--- src/rtl/exhaustive_stim_ctrl_if.sv ---
// exhaustive_stim_ctrl_if: start/status and DUT-pin bundle between host, controller and circuit under test
interface exhaustive_stim_ctrl_if #(parameter int N_IN = 5);
  logic start, abort, dut_out, busy, done, pass, first_fail_valid;
  logic [N_IN-1:0] dut_ins, first_fail_idx;
  logic [N_IN:0] err_count;
  logic [2**N_IN-1:0] captured;
  modport master (
    output start, abort, dut_out,
    input dut_ins, busy, done, pass, err_count, first_fail_idx, first_fail_valid, captured
  );
  modport slave (
    input start, abort, dut_out,
    output dut_ins, busy, done, pass, err_count, first_fail_idx, first_fail_valid, captured
  );
endinterface

--- src/rtl/exhaustive_stim_ctrl.sv ---
// exhaustive_stim_ctrl: walks every input vector of a small combinational circuit and checks it against a golden truth table
module exhaustive_stim_ctrl #(
  parameter int N_IN = 5,
  parameter int SETTLE = 2,
  parameter logic [2**N_IN-1:0] EXPECTED = 32'h9669_6996
) (
  input logic clk,
  input logic rst_n,
  exhaustive_stim_ctrl_if.slave bus
);
  localparam int N = 2**N_IN;
  typedef enum logic [1:0] {IDLE, APPLY, SAMPLE, DONE} state_t;
  state_t state_q, state_d;
  logic [N_IN-1:0] idx_q, idx_d, dut_ins_q, dut_ins_d, ffi_q, ffi_d;
  logic [3:0] hold_q, hold_d;
  logic [N_IN:0] err_q, err_d;
  logic [N-1:0] cap_q, cap_d;
  logic busy_q, busy_d, done_q, done_d, pass_q, pass_d, ffv_q, ffv_d;
  always_comb begin
    state_d = state_q;
    idx_d = idx_q;
    hold_d = hold_q;
    err_d = err_q;
    cap_d = cap_q;
    ffi_d = ffi_q;
    ffv_d = ffv_q;
    pass_d = pass_q;
    unique case (state_q)
      IDLE: if (bus.start && !bus.abort) begin
        state_d = APPLY;
        idx_d = '0;
        hold_d = '0;
        err_d = '0;
        cap_d = '0;
        ffi_d = '0;
        ffv_d = 1'b0;
        pass_d = 1'b0;
      end
      APPLY: begin
        hold_d = hold_q + 4'd1;
        state_d = bus.abort ? IDLE : hold_q == 4'(SETTLE - 1) ? SAMPLE : APPLY;
        pass_d = bus.abort ? 1'b0 : pass_q;
      end
      SAMPLE: if (bus.abort) begin
        state_d = IDLE;
        pass_d = 1'b0;
      end else begin
        cap_d[idx_q] = bus.dut_out;
        if (bus.dut_out != EXPECTED[idx_q]) begin
          err_d = err_q + (N_IN+1)'(1);
          ffi_d = ffv_q ? ffi_q : idx_q;
          ffv_d = 1'b1;
        end
        // terminate on the last vector rather than letting idx wrap
        state_d = idx_q == '1 ? DONE : APPLY;
        idx_d = idx_q == '1 ? idx_q : idx_q + N_IN'(1);
        hold_d = '0;
        pass_d = idx_q == '1 ? err_d == '0 : pass_q;
      end
      DONE: state_d = IDLE;
    endcase
    busy_d = state_d == APPLY || state_d == SAMPLE;
    done_d = state_d == DONE;
    dut_ins_d = busy_d ? idx_d : '0;
  end
  always_ff @(posedge clk) begin
    if (!rst_n) begin
      state_q <= IDLE;
      idx_q <= '0;
      hold_q <= '0;
      err_q <= '0;
      cap_q <= '0;
      ffi_q <= '0;
      ffv_q <= 1'b0;
      pass_q <= 1'b0;
      busy_q <= 1'b0;
      done_q <= 1'b0;
      dut_ins_q <= '0;
    end else begin
      state_q <= state_d;
      idx_q <= idx_d;
      hold_q <= hold_d;
      err_q <= err_d;
      cap_q <= cap_d;
      ffi_q <= ffi_d;
      ffv_q <= ffv_d;
      pass_q <= pass_d;
      busy_q <= busy_d;
      done_q <= done_d;
      dut_ins_q <= dut_ins_d;
    end
  end
  assign bus.dut_ins = dut_ins_q;
  assign bus.busy = busy_q;
  assign bus.done = done_q;
  assign bus.pass = pass_q;
  assign bus.err_count = err_q;
  assign bus.first_fail_idx = ffi_q;
  assign bus.first_fail_valid = ffv_q;
  assign bus.captured = cap_q;
endmodule
--- src/flat_wrapper.sv ---
// flat-port wrapper written by rule: the top's interface ports become plain ports
module exhaustive_stim_ctrl_flat 
#(
  parameter int N_IN = 5,
  parameter int SETTLE = 2,
  parameter logic [2**N_IN-1:0] EXPECTED = 32'h9669_6996
)
  (clk, rst_n, bus_start, bus_abort, bus_dut_out, bus_dut_ins, bus_busy, bus_done, bus_pass, bus_err_count, bus_first_fail_idx, bus_first_fail_valid, bus_captured);
  exhaustive_stim_ctrl_if #(.N_IN(N_IN)) bus_i ();
  input logic clk;
  input logic rst_n;
  input wire logic [$bits(bus_i.start)-1:0] bus_start;
  input wire logic [$bits(bus_i.abort)-1:0] bus_abort;
  input wire logic [$bits(bus_i.dut_out)-1:0] bus_dut_out;
  output wire logic [$bits(bus_i.dut_ins)-1:0] bus_dut_ins;
  output wire logic [$bits(bus_i.busy)-1:0] bus_busy;
  output wire logic [$bits(bus_i.done)-1:0] bus_done;
  output wire logic [$bits(bus_i.pass)-1:0] bus_pass;
  output wire logic [$bits(bus_i.err_count)-1:0] bus_err_count;
  output wire logic [$bits(bus_i.first_fail_idx)-1:0] bus_first_fail_idx;
  output wire logic [$bits(bus_i.first_fail_valid)-1:0] bus_first_fail_valid;
  output wire logic [$bits(bus_i.captured)-1:0] bus_captured;
  assign bus_i.start = bus_start;
  assign bus_i.abort = bus_abort;
  assign bus_i.dut_out = bus_dut_out;
  assign bus_dut_ins = bus_i.dut_ins;
  assign bus_busy = bus_i.busy;
  assign bus_done = bus_i.done;
  assign bus_pass = bus_i.pass;
  assign bus_err_count = bus_i.err_count;
  assign bus_first_fail_idx = bus_i.first_fail_idx;
  assign bus_first_fail_valid = bus_i.first_fail_valid;
  assign bus_captured = bus_i.captured;
  exhaustive_stim_ctrl #(.N_IN(N_IN), .SETTLE(SETTLE), .EXPECTED(EXPECTED)) u_core (.clk(clk), .rst_n(rst_n), .bus(bus_i));
endmodule
--- config.mk ---
export PLATFORM = sky130hd
export DESIGN_NAME = exhaustive_stim_ctrl_flat
export DESIGN_NICKNAME = d
export VERILOG_FILES = /design/src/rtl/exhaustive_stim_ctrl_if.sv /design/src/rtl/exhaustive_stim_ctrl.sv /design/src/flat_wrapper.sv
export SDC_FILE = /design/constraint.sdc
export NUM_CORES = 1
export LEC_CHECK = 0
export CORE_AREA = 5 5 84 86
export CTS_BUF_LIST = sky130_fd_sc_hd__clkbuf_16
export DETAILED_ROUTE_END_ITERATION = 8
export DIE_AREA = 0 0 89 91
export PLACE_DENSITY = 0.77
export RECOVER_POWER = 50
export SYNTH_ARGS = -nofsm -noshare
export SYNTH_HDL_FRONTEND = slang
export SYNTH_SLANG_ARGS = --single-unit
--- constraint.sdc ---
create_clock -name clk -period 2.55 [get_ports clk]
set_input_delay 0.51 -clock clk [delete_from_list [all_inputs] [get_ports clk]]
set_output_delay 0.51 -clock clk [all_outputs]
set_load 0.01 [all_outputs]
==> run_results.csv, run 1 <==
group,metric,value,unit
route,totalWireLength,8017,microns
grt,grt_pass1_wl,13340,microns
layout,synthToLayoutAreaGrowth,32.63,%
route,viasPerCell,5.594,
power_and_ir_drop,switching_share,21.09,%
setup_path,cp_max_fo,5,
route,wl_per_cell,15.81,microns
setup_path,crit_path_end_kind,"register",
route,dr_total_vias,2836,
clock_tree,post_cts.repair.setup_buffers,0,
route,drt-initial-drc-count,183,
layout,nets,439,
yosys,synthesis.area_per_instance,8.537,sq um
sta,timing.fmax,430.2,MHz
route,ant_nets,0,
floorplan,die_h,91,microns
clock_tree,clock_latency,320,ps
floorplan,boundaryPins,57,
sta,worst_slew_margin_rel,43.58,%
sta,worst_pin_slew,839.9,ps
sta,rsz0062_at_grt,"false",
placed_design,io_buffer_count,56,
sta,setup_viol,0,
clock_tree,htreeDepth,3,
yosys,ys_warn_count,0,
grt,first_global_vias,2823,
setup_path,cp_data_arrival_time,2540,ps
clock_tree,cts_tree,"built",
floorplan,fp.dieArea,8099,sq um
grt,grt_max_degree,28,
run_status,status,"completed",
yosys,synth_area,3090,sq um
yosys,syn_nets,375,
power_and_ir_drop,power_frac_comb,4.8,%
floorplan,die_w,89,microns
clock_tree,numCtsBuffers,9,
clock_tree,cts_num_sinks,64,
sta,min_period,2325,ps
route,drc_errors,0,
yosys,synth_top_area_share,41.46,%
sta,fin_crit_sh,91.17,%
power_and_ir_drop,netSwitchingPower,477.0,uW
layout,layout-drive-gt1-share,10.47,%
clock_tree,cts.clk_slew.worst_paths,50,ps
power_and_ir_drop,power_frac_seq,44.7,%
placed_design,dpl_cell_area,3822,sq um
power_and_ir_drop,p_clk_share,50.6,%
floorplan,core_area,6205,sq um
yosys,synthDistinctLibCells,47,
clock_tree,cts_root_buf,"clkbuf_16",
layout,n_antenna_cell,0,
yosys,ys_seq_area_share,41.46,%
layout,final_area,4099,sq um
sta,tns,0,ps
hold_path,holdCritPathClass,"reg2reg",
grt,grt-ovfl-total,0,
grt,grt_use_total,20.76,%
setup_path,crit_required,2770,ps
floorplan,initial_utilization,49.81,%
grt,antenna_found_initial,0,
placed_design,dp_hpwl,5653,microns
clock_tree,clk_path_buf_depth,2,
yosys,yosysTopAreaCell,"dfxtp_1",
power_and_ir_drop,p_leak,0.001667,uW
yosys,yosys-top-cells-area,"dfxtp_1 41%, a32oi_1 7.4%, nor2b_1 5.9%",
clock_tree,ctsResizeCount,0,
power_and_ir_drop,vdd.ir_drop.worst,0.0005327,V
placed_design,gp_congestion,0.8646,
sta,skew,4.636,ps
yosys,synthCells,362,
power_and_ir_drop,powerDensity,551.8,nW/um^2
setup_path,start_kind,"primary input",
floorplan,rows,29,
route,drtPass1Iterations,4,
setup_path,crit_type,"in2reg",
sta,slew_viol_final,0,
power_and_ir_drop,p_int,1785,uW
yosys,ys_seq_elements,64,
sta,hold_viol,0,
job,maxCapViolCount,0,
clock_tree,cts_hold_buf,0,
routing by layer:
layer  track usage [%]  wire (microns)  vias to the layer above
li1                  -               -                     1401
met1             27.33            3558                     1342
met2             32.36            3872                       80
met3             4.796             457                       13
met4             8.809             128                        0
met5                 0               0                        -
sequential cells by signal, summed over array words and instances (netlist names), named ones only:
| name | flops |
|---|---|
| u_core.bus.captured | 32 |
| u_core.bus.err_count | 6 |
| u_core.bus.dut_ins | 5 |
| u_core.bus.first_fail_idx | 5 |
| u_core.idx_q | 5 |
| u_core.hold_q | 4 |
| u_core.state_q | 2 |
| u_core.bus.busy | 1 |
| u_core.bus.done | 1 |
| u_core.bus.first_fail_valid | 1 |
| u_core.bus.pass | 1 |
layout make-up:
type,instances,area [sq um]
clock buffer,9,225.2
clock inverter,6,51.30
fill,518,2106
inverter,8,30.03
multi-input combinational,260,1652
sequential,64,1281
tap,77,96.34
timing repair buffer,83,763.2
through the flow:
stage	hold slack, ps	setup WS [ps]	std cells	total power, uW	utilization [%]
after global placement	454.3	21.09	492	1138	61.61
after detailed placement	456.6	8.437	492	1139	61.61
after floorplan	479.8	424.2	362	1100	-
after global routing	501.4	109.6	507	2331	66.06
final	456.4	225.2	507	2262	66.06
after CTS	463.4	303.5	507	2279	66.06
power by group through the flow:
stage	Combinational [uW]	Clock [uW]	Sequential [uW]
2_1_floorplan	71.6	0	1030
5_1_grt	119	1200	1010
4_1_cts	109	1160	1010
6_report	108	1140	1010
3_3_place_gp	108	0	1030
3_5_place_dp	108	0	1030
layout by cell type, fill, tap and decap left out, drive strengths merged, types with 8 or more instances in the layout:
master / count
a21boi: 9
a21oi: 10
a32oi: 26
and2: 19
buf: 27
clkbuf: 9
dfxtp: 64
dlygate4sd3: 53
ha: 8
inv: 8
nand2: 45
nand3: 21
nor2: 19
nor2b: 29
nor3: 8
o21ai: 13
cell usage after synthesis, drive strengths merged:
| cell | number |
|---|---|
| a211oi | 2 |
| a21boi | 9 |
| a21o | 1 |
| a21oi | 10 |
| a22o | 1 |
| a31o | 2 |
| a31oi | 3 |
| a32o | 1 |
| a32oi | 26 |
| and2 | 19 |
| and2b | 2 |
| and3 | 7 |
| and4 | 1 |
| and4b | 1 |
| buf | 5 |
| clkbuf | 25 |
| dfxtp | 64 |
| ha | 8 |
| inv | 8 |
| mux2i | 1 |
| nand2 | 45 |
| nand2b | 3 |
| nand3 | 21 |
| nand4 | 3 |
| nor2 | 19 |
| nor2b | 29 |
| nor3 | 8 |
| nor3b | 1 |
| nor4 | 1 |
| nor4b | 1 |
| o21a | 3 |
| o21ai | 13 |
| o22a | 1 |
| o311a | 1 |
| o31a | 1 |
| o31ai | 5 |
| or4 | 1 |
| or4b | 1 |
| xnor2 | 4 |
| xnor3 | 1 |
| xor2 | 4 |
path summary, 6_finish.rpt:
path / start / end / slack, ps / depth (start not counted)
setup / recovery: bus_abort / register / 230 / 6
setup reg to reg: u_core.idx_q[0] / register / 280 / 7
hold reg to reg: u_core.bus.first_fail_idx[3] / u_core.bus.first_fail_idx[3] / 460 / 2
hold / removal: u_core.bus.first_fail_idx[3] / u_core.bus.first_fail_idx[3] / 460 / 2
critical path, cell delays in order:
cell           delay, ps
dlygate4sd3_1        610
or4b_4               590
a31oi_4              220
xnor3_1              340
xnor2_1              130
and2_1               150
cells by family after synthesis:
logic type	synth area share, %
buffers and inverters	5.101
adders and majority gates	3.239
and+or+nand+nor	27.77
AOI/OAI and AO/OA	19.11
DFF	41.46
muxes	0.3239
xor gates and xnor gates	2.996
(Power assumes the default switching activity.)
==> run 2: changes to the inputs <==
--- a/config.mk
+++ b/config.mk
@@ -11,6 +11,7 @@
 export DIE_AREA = 0 0 89 91
 export PLACE_DENSITY = 0.77
 export RECOVER_POWER = 50
+export SKIP_CTS_REPAIR_TIMING = 1
 export SYNTH_ARGS = -nofsm -noshare
 export SYNTH_HDL_FRONTEND = slang
 export SYNTH_SLANG_ARGS = --single-unit
==> results of run 2 <==
Final layout, timing and power as in run 1 (identical DEF).
==> run 3: changes to the inputs <==
--- a/config.mk
+++ b/config.mk
@@ -5,10 +5,10 @@
 export SDC_FILE = /design/constraint.sdc
 export NUM_CORES = 1
 export LEC_CHECK = 0
-export CORE_AREA = 5 5 84 86
+export CORE_AREA = 2 2 81 83
 export CTS_BUF_LIST = sky130_fd_sc_hd__clkbuf_16
 export DETAILED_ROUTE_END_ITERATION = 8
-export DIE_AREA = 0 0 89 91
+export DIE_AREA = 0 0 83 85
 export PLACE_DENSITY = 0.77
 export RECOVER_POWER = 50
 export SKIP_CTS_REPAIR_TIMING = 1
==> run 3 against run 2 <==
Effect of this change: register-to-register slack better by 60 ps; cell area rose by 0.31%; sequential share of layout area shrank 0.095 points; largest power group unchanged.
==> run_results.csv, run 3 (synthesis gave the netlist of run 1 again) <==
group,metric,value,unit
run_status,status,"completed",
sta,hold_viol,0,
grt,first_global_vias,2869,
grt,grt-ovfl-total,0,
sta,tns,0,ps
grt,busiest_layer,"met2",
sta,rsz0062_at_grt,"false",
route,ant_nets,0,
setup_path,crit_required,2780,ps
route,wl_per_cell,15.76,microns
placed_design,gp_congestion,0.8816,
route,drtPass1Iterations,4,
sta,worst_slew_margin_rel,39.49,%
setup_path,rr_worst_depth,8,
grt,grt_pass1_wl,13890,microns
clock_tree,clk_path_buf_depth,2,
clock_tree,htreeDepth,3,
placed_design,io_buffer_count,56,
clock_tree,cts_num_sinks,64,
hold_path,min_path_cells,2,
route,totalWireLength,8023,microns
setup_path,crit_type,"in2reg",
sta,slew_viol_final,0,
floorplan,die_w,83,microns
floorplan,initial_utilization,49.81,%
sta,setup_viol,0,
hold_path,min_to,"u_core.bus.pass",
layout,synthToLayoutAreaGrowth,33.04,%
sta,worst_pin_slew,907.6,ps
route,viasPerCell,5.589,
setup_path,crit_path_end_kind,"register",
grt,grt_use_total,24.20,%
clock_tree,clock_latency,330,ps
floorplan,die_h,85,microns
layout,layout_commonest_cell,"dfxtp_1",
sta,min_period,2303,ps
clock_tree,cts_tree,"built",
route,dr_total_vias,2845,
clock_tree,cts_root_buf,"clkbuf_16",
grt,use_met1,30.88,%
layout,n_antenna_cell,0,
layout,final_cell_mix,"64 x dfxtp_1, 50 x dlygate4sd3_1, 44 x nand2_1",
job,maxCapViolCount,0,
route,drt-initial-drc-count,138,
layout,nets,440,
setup_path,r2r_setup_slack,340,ps
grt,met2_usage,39.66,%
hold_path,hp-start,"u_core.bus.pass",
power_and_ir_drop,vdd.ir_drop.worst,0.0003487,V
floorplan,rows,29,
hold_path,holdCritPathClass,"reg2reg",
setup_path,rr_startpoint,"u_core.idx_q[0]",
layout,largest_reg_flops,32,
setup_path,cp_max_fo,4,
layout,layout-drive-gt1-share,10.88,%
setup_path,start_kind,"primary input",
power_and_ir_drop,powerDensity,560.8,nW/um^2
grt,antenna_found_initial,0,
clock_tree,cts.clk_slew.worst_paths,60,ps
sta,fin_ws,246.8,ps
sta,timing.fmax,434.2,MHz
sta,skew,6.135,ps
route,drc_errors,0,
sta,timing.hold.ws,459.0,ps
grt,grt_max_degree,28,
sta,fin_crit_sh,90.32,%
placed_design,dp_hpwl,5593,microns
setup_path,cp_data_arrival_time,2530,ps
clock_tree,numCtsBuffers,9,
power_and_ir_drop,p_leak,0.001652,uW
grt,met3_usage,4.669,%
layout,fill_cells,538,
floorplan,core_area,6205,sq um
floorplan,boundaryPins,57,
floorplan,fp.dieArea,7055,sq um
placed_design,post-place-ws,36.35,ps
==> run 3: changes by cell type in the layout (fill, tap and decap cells not counted), sizes merged <==
cell	previous run	this run
buf	27	26
clkbuf	9	11
clkdlybuf4s50	3	6
clkinv	5	4
clkinvlp	0	2
dlygate4sd3	53	50
==> run 3: worst max-delay path by stage <==
stage / startpoint / endpoint / slack [ps] / depth (start not counted)
3_5_place_dp: bus_abort / register / 40 / 7
2_1_floorplan: u_core.idx_q[1] / register / 420 / 8
6_report: bus_abort / register / 250 / 6
4_1_cts: u_core.idx_q[0] / register / 350 / 8
5_1_grt: rst_n / u_core.bus.captured[27] / 130 / 4
3_3_place_gp: bus_abort / register / 30 / 6
==> run 3: through the flow <==
step	instance area, sq um	utilization [%]	std cells	total power, uW
CTS	4118	66.36	509	2317
finish	4111	66.26	509	2306
global placement	3830	61.73	493	1138
floorplan	3090	-	362	1100
detailed placement	3830	61.73	493	1140
global route	4111	66.26	509	2372
==> run 3: report_power, final <==
group / internal, uW / switching [uW] / total (uW)
sequential: 1000 / 5.14 / 1010
clock: 745 / 443 / 1190
combinational: 43.6 / 64.7 / 108
total: 1790 / 513 / 2310
==> run 3: worst max-delay path, stage by stage <==
cell,delay [ps]
dlygate4sd3_1,600
or4b_4,590
a31oi_4,220
xnor3_1,330
xnor2_1,130
and2_1,150
==> run 3: per-layer routing <==
| metal | share of wire (%) | vias up |
|---|---|---|
| met5 | 0 | - |
| met4 | 1.9 | 0 |
| met2 | 47 | 66 |
| li1 | - | 1405 |
| met3 | 3.5 | 16 |
| met1 | 47 | 1358 |
==> run 3: layout make-up <==
class	instances	area [sq um]	share of cell area (%)
clock buffers	9	225.2	5.478
clock inverters	7	62.56	1.522
inverters	8	30.03	0.7304
multi-input cells	260	1652	40.17
flip-flops and latches	64	1281	31.16
well taps	77	96.34	2.343
repair buffers	84	764.5	18.59
